### src/rtl/uart_tx_fifo.sv
// Buffered UART transmitter: a DEPTH-entry word FIFO feeding a frame shifter
// that sends start, WIDTH data bits (LSB first), optional parity and one or
// two stop bits at a runtime-selectable bit period.
module uart_tx_fifo #(
  parameter int WIDTH = 8,
  parameter int DEPTH = 4
) (
  input  logic                         clock,
  input  logic                         reset_n,
  input  logic [15:0]                  clock_divider,
  input  logic [1:0]                   parity_mode,
  input  logic                         stop_bits,
  input  logic [WIDTH-1:0]             data_in,
  input  logic                         write_en,
  output logic                         data_ready,
  output logic [$clog2(DEPTH+1)-1:0]   fifo_count,
  output logic                         busy,
  output logic                         tx
);

  localparam int AW = (DEPTH > 1) ? $clog2(DEPTH) : 1;
  localparam int CW = $clog2(DEPTH + 1);
  localparam int BW = $clog2(WIDTH);

  typedef enum logic [2:0] {
    IDLE,
    START,
    DATA,
    PARITY,
    STOP
  } state_t;

  logic [WIDTH-1:0] mem [DEPTH];
  logic [AW-1:0]    wr_ptr;
  logic [AW-1:0]    rd_ptr;

  state_t           state;
  logic [15:0]      baud_cnt;
  logic [15:0]      div_q;
  logic             par_en_q;
  logic             par_bit_q;
  logic             stop_q;
  logic [WIDTH-1:0] shifter;
  logic [BW-1:0]    bit_cnt;

  logic             push;
  logic             pop;
  logic             bit_tick;
  logic             frame_done;
  logic [WIDTH-1:0] head;

  // Status flags and handshake decode; data_ready depends only on the count
  // register, so a same-cycle pop never frees a slot for a same-cycle write.
  // NOTE: every always_comb output gets a value on every path, otherwise a
  // latch is inferred.
  always_comb begin
    data_ready = (fifo_count != CW'(DEPTH));
    busy       = (state != IDLE);
    bit_tick   = (baud_cnt == div_q);
    frame_done = (state == STOP) && bit_tick && (bit_cnt == BW'(stop_q));
    push       = write_en && data_ready;
    pop        = (fifo_count != '0) && ((state == IDLE) || frame_done);
    head       = mem[rd_ptr];
  end

  // FIFO storage write port.
  // NOTE: the storage array carries no reset; the pointers and count define
  // which entries are valid, and leaving it unreset lets it map onto RAM.
  always_ff @(posedge clock) begin
    if (push) begin
      mem[wr_ptr] <= data_in;
    end
  end

  // FIFO pointers and occupancy; pointers wrap naturally at DEPTH.
  // NOTE: sequential state uses non-blocking assignments so every register
  // samples pre-edge values regardless of statement order.
  always_ff @(posedge clock or negedge reset_n) begin
    if (!reset_n) begin
      wr_ptr     <= '0;
      rd_ptr     <= '0;
      fifo_count <= '0;
    end else begin
      if (push) wr_ptr <= wr_ptr + AW'(1);
      if (pop)  rd_ptr <= rd_ptr + AW'(1);
      unique case ({push, pop})
        2'b10:   fifo_count <= fifo_count + CW'(1);
        2'b01:   fifo_count <= fifo_count - CW'(1);
        default: fifo_count <= fifo_count;
      endcase
    end
  end

  // Frame sequencer: loads a word on pop, then steps start/data/parity/stop
  // every div_q+1 cycles, driving a registered tx.
  always_ff @(posedge clock or negedge reset_n) begin
    if (!reset_n) begin
      state     <= IDLE;
      baud_cnt  <= '0;
      div_q     <= '0;
      par_en_q  <= 1'b0;
      par_bit_q <= 1'b0;
      stop_q    <= 1'b0;
      shifter   <= '0;
      bit_cnt   <= '0;
      tx        <= 1'b1;
    end else if (pop) begin
      // Configuration is latched here and held for the whole frame.
      state     <= START;
      baud_cnt  <= '0;
      div_q     <= clock_divider;
      par_en_q  <= (parity_mode == 2'b01) || (parity_mode == 2'b10);
      par_bit_q <= (^head) ^ (parity_mode == 2'b10);
      stop_q    <= stop_bits;
      shifter   <= head;
      bit_cnt   <= '0;
      tx        <= 1'b0;
    end else if (state != IDLE) begin
      if (!bit_tick) begin
        baud_cnt <= baud_cnt + 16'd1;
      end else begin
        baud_cnt <= '0;
        unique case (state)
          START: begin
            state   <= DATA;
            bit_cnt <= '0;
            tx      <= shifter[0];
          end
          DATA: begin
            if (bit_cnt == BW'(WIDTH - 1)) begin
              bit_cnt <= '0;
              if (par_en_q) begin
                state <= PARITY;
                tx    <= par_bit_q;
              end else begin
                state <= STOP;
                tx    <= 1'b1;
              end
            end else begin
              bit_cnt <= bit_cnt + BW'(1);
              shifter <= shifter >> 1;
              tx      <= shifter[1];
            end
          end
          PARITY: begin
            state   <= STOP;
            bit_cnt <= '0;
            tx      <= 1'b1;
          end
          STOP: begin
            // Last stop bit with an empty FIFO: return to idle.
            if (bit_cnt == BW'(stop_q)) begin
              state <= IDLE;
            end else begin
              bit_cnt <= bit_cnt + BW'(1);
            end
            tx <= 1'b1;
          end
          default: state <= IDLE;
        endcase
      end
    end
  end

endmodule

### config.mk
export PLATFORM = sky130hd
export DESIGN_NAME = uart_tx_fifo
export DESIGN_NICKNAME = d
export VERILOG_FILES = /design/src/rtl/uart_tx_fifo.sv
export SDC_FILE = /design/constraint.sdc
export NUM_CORES = 1
export LEC_CHECK = 0
export ABC_CLOCK_PERIOD_IN_PS = 2600
export CORE_MARGIN = 1.5
export CORE_UTILIZATION = 52
export DETAILED_ROUTE_END_ITERATION = 8
export PLACE_DENSITY = 0.87
export SYNTH_ARGS = -nofsm -noshare
export SYNTH_HDL_FRONTEND = slang
export SYNTH_SLANG_ARGS = --single-unit
### constraint.sdc
create_clock -name clock -period 2.6 [get_ports clock]
set_input_delay 0.52 -clock clock [delete_from_list [all_inputs] [get_ports clock]]
set_output_delay 0.52 -clock clock [all_outputs]
set_load 0.05 [all_outputs]
; ---- Word-level counts from Yosys, hierarchy flattened
; Memory sizes are Yosys's and may differ from the RTL's.
; Index checks and enable logic that the tools add are counted.
[classes]
n_addsub = 6
eq_ne = 16
n_mux = 30
bitwise_logic = 1
reduce_logical = 22
[ops]
columns = operator, count
row1 = $mux 16, 3
row2 = $mux 8, 5
row3 = $mux 3, 11
row4 = $add 16x1->16 const B, 1
row5 = $eq 16x16->1, 1
row6 = $pmux 3 s4, 1
row7 = $reduce_and 4->1, 3
row8 = $ne 3x3->1 const B, 3
row9 = $pmux 3 s3, 1
row10 = $reduce_bool 2->1, 4
row11 = $reduce_bool 4->1, 2
row12 = $reduce_xor 8->1, 1
row13 = $mux 1, 7
row14 = $add 3x1->3 const B, 2
row15 = $eq 3x2->1 const B, 2
row16 = $eq 3x3->1 const B, 2
row17 = $pmux 3 s2, 1
row18 = $reduce_bool 3->1, 2
row19 = $add 2x1->2 const B, 2
row20 = $eq 2x1->1 const B, 2
row21 = $eq 2x2->1 const B, 2
row22 = $logic_and 1x1->1, 4
row23 = $reduce_or 2->1, 2
row24 = $eq 3x1->1, 1
row25 = other kinds (9), 10
[totals]
register_bits = 57
mem_bits_rw = 32
output_inout_bits = 6
memories = 1
[mem_list]
columns = name, depth, width, rd, rd_ports_with_merged_regs, write_ports, line_no
row1 = mem, 4, 8, 1, 0, 1, 33  ; logic [WIDTH-1:0] mem [DEPTH];

; ---- Longest topological paths before layout
; Gate-level depths: netlist (run 1).
[logic_depth]
depth_word = 7
mapped_depth = 14
mapped_depth_nobuf = 12

; ---- Least setup slack after synthesis (run 1)
; OpenSTA, ideal clock, no wires.
[synth_timing]
path_type = flip-flop to flip-flop
startpoint = register baud_cnt[7]
endpoint = register fifo_count[2]
setup_time_ns = 0.082
arrival_time_ns = 2.697
required_ns = 2.518
path_slack_ns = -0.179
path_stages_with_launch = 15
path_buffers = 2
cell_sequence = dfrtp_1 > buf_2 > xor2_1 > nor4_4 > nand4_4 > o21ai_4 > nand2_4 > buf_6 > inv_2 > ha_1 > inv_1 > fa_1 > xor2_1 > nor2_1 > xor2_1
[synth_via]
elab_chain_len = 7
[synth_rtl]
columns = element, line_no
row1 = start: declaration, 38  ; logic [15:0] baud_cnt;
row2 = start signal: assignment, 120  ; baud_cnt <= baud_cnt + 16'd1;
row3 = $eq 16x16->1 (*), 59  ; bit_tick = (baud_cnt == div_q);
row4 = $logic_and 1x1->1 (*) (2 in a row), 60  ; frame_done = (state == STOP) && bit_tick && (bit_cnt == BW'(stop_q));
row5 = $logic_or 1x1->1 (*), 62  ; pop = (fifo_count != '0) && ((state == IDLE) || frame_done);
row6 = $logic_and 1x1->1 (*), 62
row7 = $eq 2x1->1 / $eq 2x2->1 (equally long branches), 86  ; unique case ({push, pop})
row8 = $pmux 3 s2 / $reduce_bool 2->1 (equally long branches), --
row9 = end signal: assignment, 87  ; 2'b10: fifo_count <= fifo_count + CW'(1);
row10 = end signal: assignment, 88  ; 2'b01: fifo_count <= fifo_count - CW'(1);
row11 = end signal: assignment, 89  ; default: fifo_count <= fifo_count;
row12 = end: declaration, 16  ; output logic [$clog2(DEPTH+1)-1:0] fifo_count,
; Every way passes the cells marked *; elsewhere a longest branch is shown, timed or not.
; A chain may end at the register's enable or synchronous reset.

; ---- Worst setup path after layout (run 1)
[layout_timing]
startpoint = register fifo_count[0]
endpoint = output port data_ready
[layout_via]
elab_chain_len = 1
[layout_rtl]
columns = element, line_no
row1 = $ne 3x3->1, 57  ; data_ready = (fifo_count != CW'(DEPTH));
row2 = end: declaration, 15  ; output logic data_ready,
; No other way between the ends.

==> results.toml, run 1 <==
[outcome]
run_status = "complete, no violations"

[drt]
drc = 0
vias_per_cell = 5.53
ant_nets = 0
initialDrtViolationCount = 134
routed-via-count = 2670
drt_first_pass_iters = 4
wl_per_cell_um = 17.2
drt_wl_total_mm = 8.30

[sta]
maxSlewViolCount = 0
final_hold_viols = 0
clock.fmax_mhz = 402
fin_crit_ns = 2.49
final_min_period_over_clock_period_pct = 95.7
clock_skew_ns = 0.0139
final.setup.tns_ns = 0
timing.hold.ws_ns = 0.170
setup-violations-final = 0
worst_slew_pin_slew_ns = 0.629
rsz0062_at_grt = "true"
timing.max_slew.rel_slack_pct = 58.0

[synthesis]
synth_top_cells_by_count = "sky130_fd_sc_hd__dfrtp_1, sky130_fd_sc_hd__edfxtp_1, sky130_fd_sc_hd__xor2_1, sky130_fd_sc_hd__nor2_1"
number_of_synthesized_flops_with_an_enable_pin = 32
synth_top_cell_by_area = "sky130_fd_sc_hd__dfrtp_1"
post_synth.cell_area_avg_um2 = 13.4
dominant_register_cell_in_the_synthesized_netlist = "sky130_fd_sc_hd__dfrtp_1"
synth.distinct_cells = 55
yosys_warnings = 0
async_flop_share_pct = 64.0
postSynthCellCount = 321
synth_fp_nets = 361
synth_top_area_share_pct = 32.5
synth_seq_cells = 89
netlist_area_um2 = 4310
netlist_top_cells_area = "sky130_fd_sc_hd__dfrtp_1, sky130_fd_sc_hd__edfxtp_1, sky130_fd_sc_hd__xor2_1"
yosys.cell_count.top_type = "sky130_fd_sc_hd__dfrtp_1"
yosysSeqAreaShare_pct = 55.5

[power_and_ir_drop]
cellLeakagePower_nw = 2.12
power_per_cell_area_nw_per_um2 = 1200
ir_drop_mv = 0.920
design_power_total_w = 0.00613

[setup_path]
arrival_ns = 1.97
crit_path_start = "fifo_count[0]"
cp-endpoint = "data_ready"
regToRegEndpoint = "fifo_count[2]"
r2r_setup_slack_ns = 0.13
r2r_start = "baud_cnt[2]"
data_required_time_of_the_worst_path_ns = 2.08
worstRegToRegCells = 12
setup.worst_path.end_class = "primary output"
crit_start_category = "flip-flop"
critPathKind = "reg -> out"
crit_path_max_fanout = 6

[die]
floorplan.rows = 33
design.portCount = 36
die_width_um = 94.0
design.die.area_um2 = 8830
floorplan.initialDensity_pct = 52.9
design.core.area_um2 = 8130
die-height_um = 94.0

[clock_tree]
ctsHoldBuffers = 0
source_to_sink_clock_delay_at_the_later_pin_of_the_worst_skew_pair_ns = 0.36
numClockSinks = 89
cts.path.max_buffers = 2
cts_root_buffer = "sky130_fd_sc_hd__clkbuf_8"
cts_buffers = 9
ctsHtreeMaxLevel = 3
cts.reportedPaths.clkPinSlew_ns = 0.10
tritoncts = "yes"

[global_routing]
globalRouteOverflowTotal = 0
grtUsageMet1_pct = 25.6
grt_max_degree = 32
initial_antenna_violation_count = 0
grt_first_pass_wirelength_mm = 13.8
first_global_vias = 2814
groute.usage.overall_pct = 20.9
global_route.usage.met3_pct = 5.34
met2_usage_pct = 35.9
grt.busiest_layer = "met2"

[placement]
globalplace.congestion = 0.886
placed_cells_incl_taps = 465
detailed_placement_wirelength_estimate_mm = 5.87
place.port_buffers = 35

[worst_hold_path]
hold_class = "in -> async"

[finish]
diodes = 0
final_net_count = 413
final_cell_count_without_fillers = 483
flow.area_growth_from_synthesis_pct = 18.6
layout_cells_sized_above_1_pct = 19.8
post-route-util_pct = 62.8

[job]
timing.max_cap.violations = 0
-- worst max-delay path: stages, from the launching register on --
cell                              delay, ns
sky130_fd_sc_hd__dfrtp_1               0.46
sky130_fd_sc_hd__inv_1                 0.11
sky130_fd_sc_hd__nand3_1               0.19
sky130_fd_sc_hd__clkdlybuf4s50_1       0.84
-- worst min-delay path by stage --
stage	from	slack (ns)	endpoint
6_report	reset_n	0.17	shifter[7]
5_1_grt	reset_n	0.19	shifter[7]
4_1_cts	reset_n	0.18	div_q[15]
3_5_place_dp	div_q[1]	0.50	div_q[1]
3_3_place_gp	div_q[1]	0.50	div_q[1]
2_1_floorplan	reset_n	0.22	baud_cnt[0]
-- cells by family after synthesis --
kind of cell               count (synthesis)  synth area share (%)
DFF                                       89                  55.5
and+or+nand+nor                           90                  12.1
adders and majority gates                 10                  3.08
AOI/OAI and AO/OA                         32                  6.31
xor gates and xnor gates                  44                  8.95
buffers and inverters                     26                  2.85
muxes                                     30                  11.2
-- registers in the layout, summed over array words and instances (netlist names) --
register,count
tx,1
mem,32
rd_ptr,2
state,3
shifter,8
par_bit_q,1
stop_q,1
par_en_q,1
bit_cnt,3
fifo_count,3
baud_cnt,16
div_q,16
wr_ptr,2
-- layer usage --
metal,vias up,wire length [um]
met3,12,303
li1,1255,-
met2,64,4280
met1,1339,3590
met4,0,127
met5,-,0
-- area by class of cell --
class	instances	area, um^2
inverters	13	51.3
fillers	608	3030
multi-input cells	206	1810
flip-flops and latches	89	2390
well taps	105	131
repair buffers	54	503
clock buffers	9	124
clock inverters	7	100
-- through the flow --
step	cell area, um^2	worst slack, ns
CTS	5090	0.0330
finish	5110	0.113
global placement	4870	0.174
detailed placement	4870	0.0943
floorplan	4330	-0.123
global route	5110	-0.00729
-- cells in the final DEF, fill, tap and decap left out, types with 2 or more instances in the layout --
cell type / Yosys / final
sky130_fd_sc_hd__edfxtp_1: 32 / 32
sky130_fd_sc_hd__and3_1: 5 / 5
sky130_fd_sc_hd__nand3_1: 7 / 7
sky130_fd_sc_hd__o21ai_0: 7 / 7
sky130_fd_sc_hd__nor4_2: 3 / 3
sky130_fd_sc_hd__dfrtp_1: 56 / 56
sky130_fd_sc_hd__xnor2_1: 16 / 16
sky130_fd_sc_hd__and2_1: 2 / 2
sky130_fd_sc_hd__mux2_1: 2 / 2
sky130_fd_sc_hd__clkinv_4: 0 / 2
sky130_fd_sc_hd__inv_1: 12 / 11
sky130_fd_sc_hd__nor3_1: 4 / 4
sky130_fd_sc_hd__inv_6: 0 / 2
sky130_fd_sc_hd__nand4_1: 3 / 3
sky130_fd_sc_hd__nand3b_1: 7 / 7
sky130_fd_sc_hd__a32o_1: 3 / 3
sky130_fd_sc_hd__clkdlybuf4s50_1: 0 / 33
sky130_fd_sc_hd__clkbuf_8: 0 / 9
sky130_fd_sc_hd__o221a_1: 7 / 7
sky130_fd_sc_hd__or3_1: 6 / 6
sky130_fd_sc_hd__nand2b_1: 4 / 4
sky130_fd_sc_hd__nor2_1: 27 / 27
sky130_fd_sc_hd__a21oi_1: 4 / 4
sky130_fd_sc_hd__mux2i_1: 3 / 3
sky130_fd_sc_hd__nand2_1: 12 / 12
sky130_fd_sc_hd__ha_1: 9 / 8
sky130_fd_sc_hd__mux4_2: 8 / 8
sky130_fd_sc_hd__buf_4: 1 / 18
sky130_fd_sc_hd__mux2_4: 16 / 16
sky130_fd_sc_hd__bufinv_16: 0 / 2
sky130_fd_sc_hd__xor2_1: 28 / 28
-- power breakdown --
part | switching (W) | total [W] | internal [W]
clock | 0.000514 | 0.00106 | 0.000549
combinational | 0.00137 | 0.00277 | 0.00140
sequential | 0.000371 | 0.00229 | 0.00192
-- repair_timing --
item	in CTS	in global routing
setup buffers	0	2
resized for setup	0	2
setup endpoints to repair	0	2
(Power assumes the default switching activity.)
==> run 2: changes to the inputs <==
--- a/config.mk
+++ b/config.mk
@@ -5,10 +5,11 @@
 export SDC_FILE = /design/constraint.sdc
 export NUM_CORES = 1
 export LEC_CHECK = 0
-export ABC_CLOCK_PERIOD_IN_PS = 2600
+export ABC_CLOCK_PERIOD_IN_PS = 2250
 export CORE_MARGIN = 1.5
 export CORE_UTILIZATION = 52
 export DETAILED_ROUTE_END_ITERATION = 8
+export GPL_ROUTABILITY_DRIVEN = 0
 export PLACE_DENSITY = 0.87
 export SYNTH_ARGS = -nofsm -noshare
 export SYNTH_HDL_FRONTEND = slang
==> constraint.sdc (replaced) <==
create_clock -name clock -period 2.25 [get_ports clock]
set_input_delay 0.45 -clock clock [delete_from_list [all_inputs] [get_ports clock]]
set_output_delay 0.45 -clock clock [all_outputs]
set_load 0.05 [all_outputs]
==> results.toml, run 2 (synthesis gave the netlist of run 1 again) <==
[power_and_ir_drop]
share_clk_of_total_power_pct = 15.3
cellLeakagePower_nw = 2.23
power_per_cell_area_nw_per_um2 = 1350
netSwitchingPower_w = 0.00268
seqPwrFrac_pct = 36.6
power.share.switching_pct = 37.7
cell_internal_pwr_w = 0.00442
ir_drop_mv = 0.905
share_comb_of_total_power_pct = 48.1

[setup_path]
crit_path_max_fanout = 2
r2r_start = "div_q[15]"
crit_path_start = "div_q[15]"
r2r_setup_slack_ns = -0.21
worstRegToRegCells = 13
critPathKind = "reg -> reg"
regToRegEndpoint = "fifo_count[2]"
data_required_time_of_the_worst_path_ns = 2.55
cp-endpoint = "fifo_count[2]"
arrival_ns = 2.76
setup.worst_path.end_class = "flip-flop"
crit_start_category = "flip-flop"

[finish]
largest_register_ffs = 32
multiInputGateArea_um2 = 1820
diodes = 0
layout.cells.most_common = "sky130_fd_sc_hd__dfrtp_1"
layout_cells_sized_above_1_pct = 25.9
largest-register = "mem"
post-route-util_pct = 64.7
flow.area_growth_from_synthesis_pct = 22.2
sequential_cell_area_um2 = 2390
layout_common_cells = "sky130_fd_sc_hd__dfrtp_1, sky130_fd_sc_hd__buf_4, sky130_fd_sc_hd__clkdlybuf4s50_1, sky130_fd_sc_hd__edfxtp_1, sky130_fd_sc_hd__xor2_1"
final_cell_count_without_fillers = 506
largestRegisters = "mem (32), baud_cnt (16), div_q (16)"
final_net_count = 436
filler_cell_count = 582

[clock_tree]
numClockSinks = 89
ctsHtreeMaxLevel = 3
source_to_sink_clock_delay_at_the_later_pin_of_the_worst_skew_pair_ns = 0.37
cts.path.max_buffers = 2
cts_root_buffer = "sky130_fd_sc_hd__clkbuf_8"
tritoncts = "yes"
cts.reportedPaths.clkPinSlew_ns = 0.10
ctsHoldBuffers = 0
cts_buffers = 9

[drt]
initialDrtViolationCount = 140
routed-via-count = 2790
ant_nets = 0
drt_first_pass_iters = 5
wl_per_cell_um = 16.9
vias_per_cell = 5.51
drc = 0
drt_wl_total_mm = 8.54

[global_routing]
grt_first_pass_wirelength_mm = 14.1
groute.usage.overall_pct = 21.3
grt_max_degree = 35
globalRouteOverflowTotal = 0
initial_antenna_violation_count = 0
first_global_vias = 2919

[die]
die-height_um = 94.0
die_width_um = 94.0
design.core.area_um2 = 8130
design.die.area_um2 = 8830
floorplan.rows = 33
design.portCount = 36
floorplan.initialDensity_pct = 52.9

[sta]
setup_ws_ns = -0.211
final.setup.tns_ns = -0.262
timing.max_slew.rel_slack_pct = 62.4
final_min_period_over_clock_period_pct = 109
fin_crit_ns = 2.46
timing.hold.ws_ns = 0.0724
maxSlewViolCount = 0
worst_slew_pin_slew_ns = 0.563
final_hold_viols = 0
clock.fmax_mhz = 406
setup-violations-final = 2
rsz0062_at_grt = "true"
clock_skew_ns = 0.0138

[placement]
placed_cells_incl_taps = 486
detailed_placement_wirelength_estimate_mm = 6.16
place.port_buffers = 35
dp_slack_ns = -0.246

[job]
timing.max_cap.violations = 0

[outcome]
run_status = "finished, violations left"
violated_checks = "negative setup slack"

[worst_hold_path]
hold_class = "in -> async"
-- run 2: final cells by class --
class,count,area share [%]
flip-flops and latches,89,45.4
well taps,105,2.50
clock buffers,9,2.35
clock inverters,7,1.36
inverters,13,0.975
repair buffers,77,12.7
multi-input cells,206,34.7
-- run 2: worst min-delay path by stage --
stage | slack (ns) | endpoint | start
final | 0.07 | baud_cnt[3] | reset_n
after global routing | 0.11 | div_q[12] | reset_n
after CTS | 0.08 | baud_cnt[3] | reset_n
after detailed placement | 0.48 | div_q[4] | reset_n
after global placement | 0.47 | div_q[2] | reset_n
after floorplan | 0.15 | baud_cnt[0] | reset_n
-- run 2: routing by layer --
metal / global-route usage (%) / vias up / part of all wire [%]
met2: 37.5 / 72 / 53
met3: 5.02 / 12 / 4.6
met5: 0 / - / 0
met1: 25.8 / 1400 / 41
li1: - / 1306 / -
met4: 6.59 / 0 / 1.3
-- run 2: worst max-delay path, stage by stage (launching register included) --
cell and delay [ns]:
sky130_fd_sc_hd__dfrtp_1 0.40, sky130_fd_sc_hd__xor2_1 0.17, sky130_fd_sc_hd__nor4_2 0.29, sky130_fd_sc_hd__buf_4 0.17, sky130_fd_sc_hd__nand4_4 0.12, sky130_fd_sc_hd__o21ai_4 0.19, sky130_fd_sc_hd__nand2_4 0.07, sky130_fd_sc_hd__inv_4 0.06
sky130_fd_sc_hd__ha_4 0.12, sky130_fd_sc_hd__inv_2 0.03, sky130_fd_sc_hd__fa_2 0.33, sky130_fd_sc_hd__xor2_1 0.16, sky130_fd_sc_hd__nor2_1 0.11, sky130_fd_sc_hd__xor2_1 0.17
-- run 2: through the flow --
stage	area (um^2)	total power [W]
2_1_floorplan	4330	0.00508
3_3_place_gp	5020	0.00582
3_5_place_dp	5020	0.00598
4_1_cts	5230	0.00712
5_1_grt	5260	0.00755
6_report	5260	0.00710
-- run 2: power groups by stage --
stage,clock network (W),logic (W),registers [W]
2_1_floorplan,0,0.00246,0.00262
3_3_place_gp,0,0.00323,0.00259
3_5_place_dp,0,0.00335,0.00263
4_1_cts,0.00112,0.00340,0.00260
5_1_grt,0.00118,0.00372,0.00266
6_report,0.00108,0.00342,0.00260
-- run 2: timing repair --
action                     CTS  global route
gates resized for setup      1             3
setup buffers                2             2
setup endpoints to repair    2            31
pin swaps                    5             1
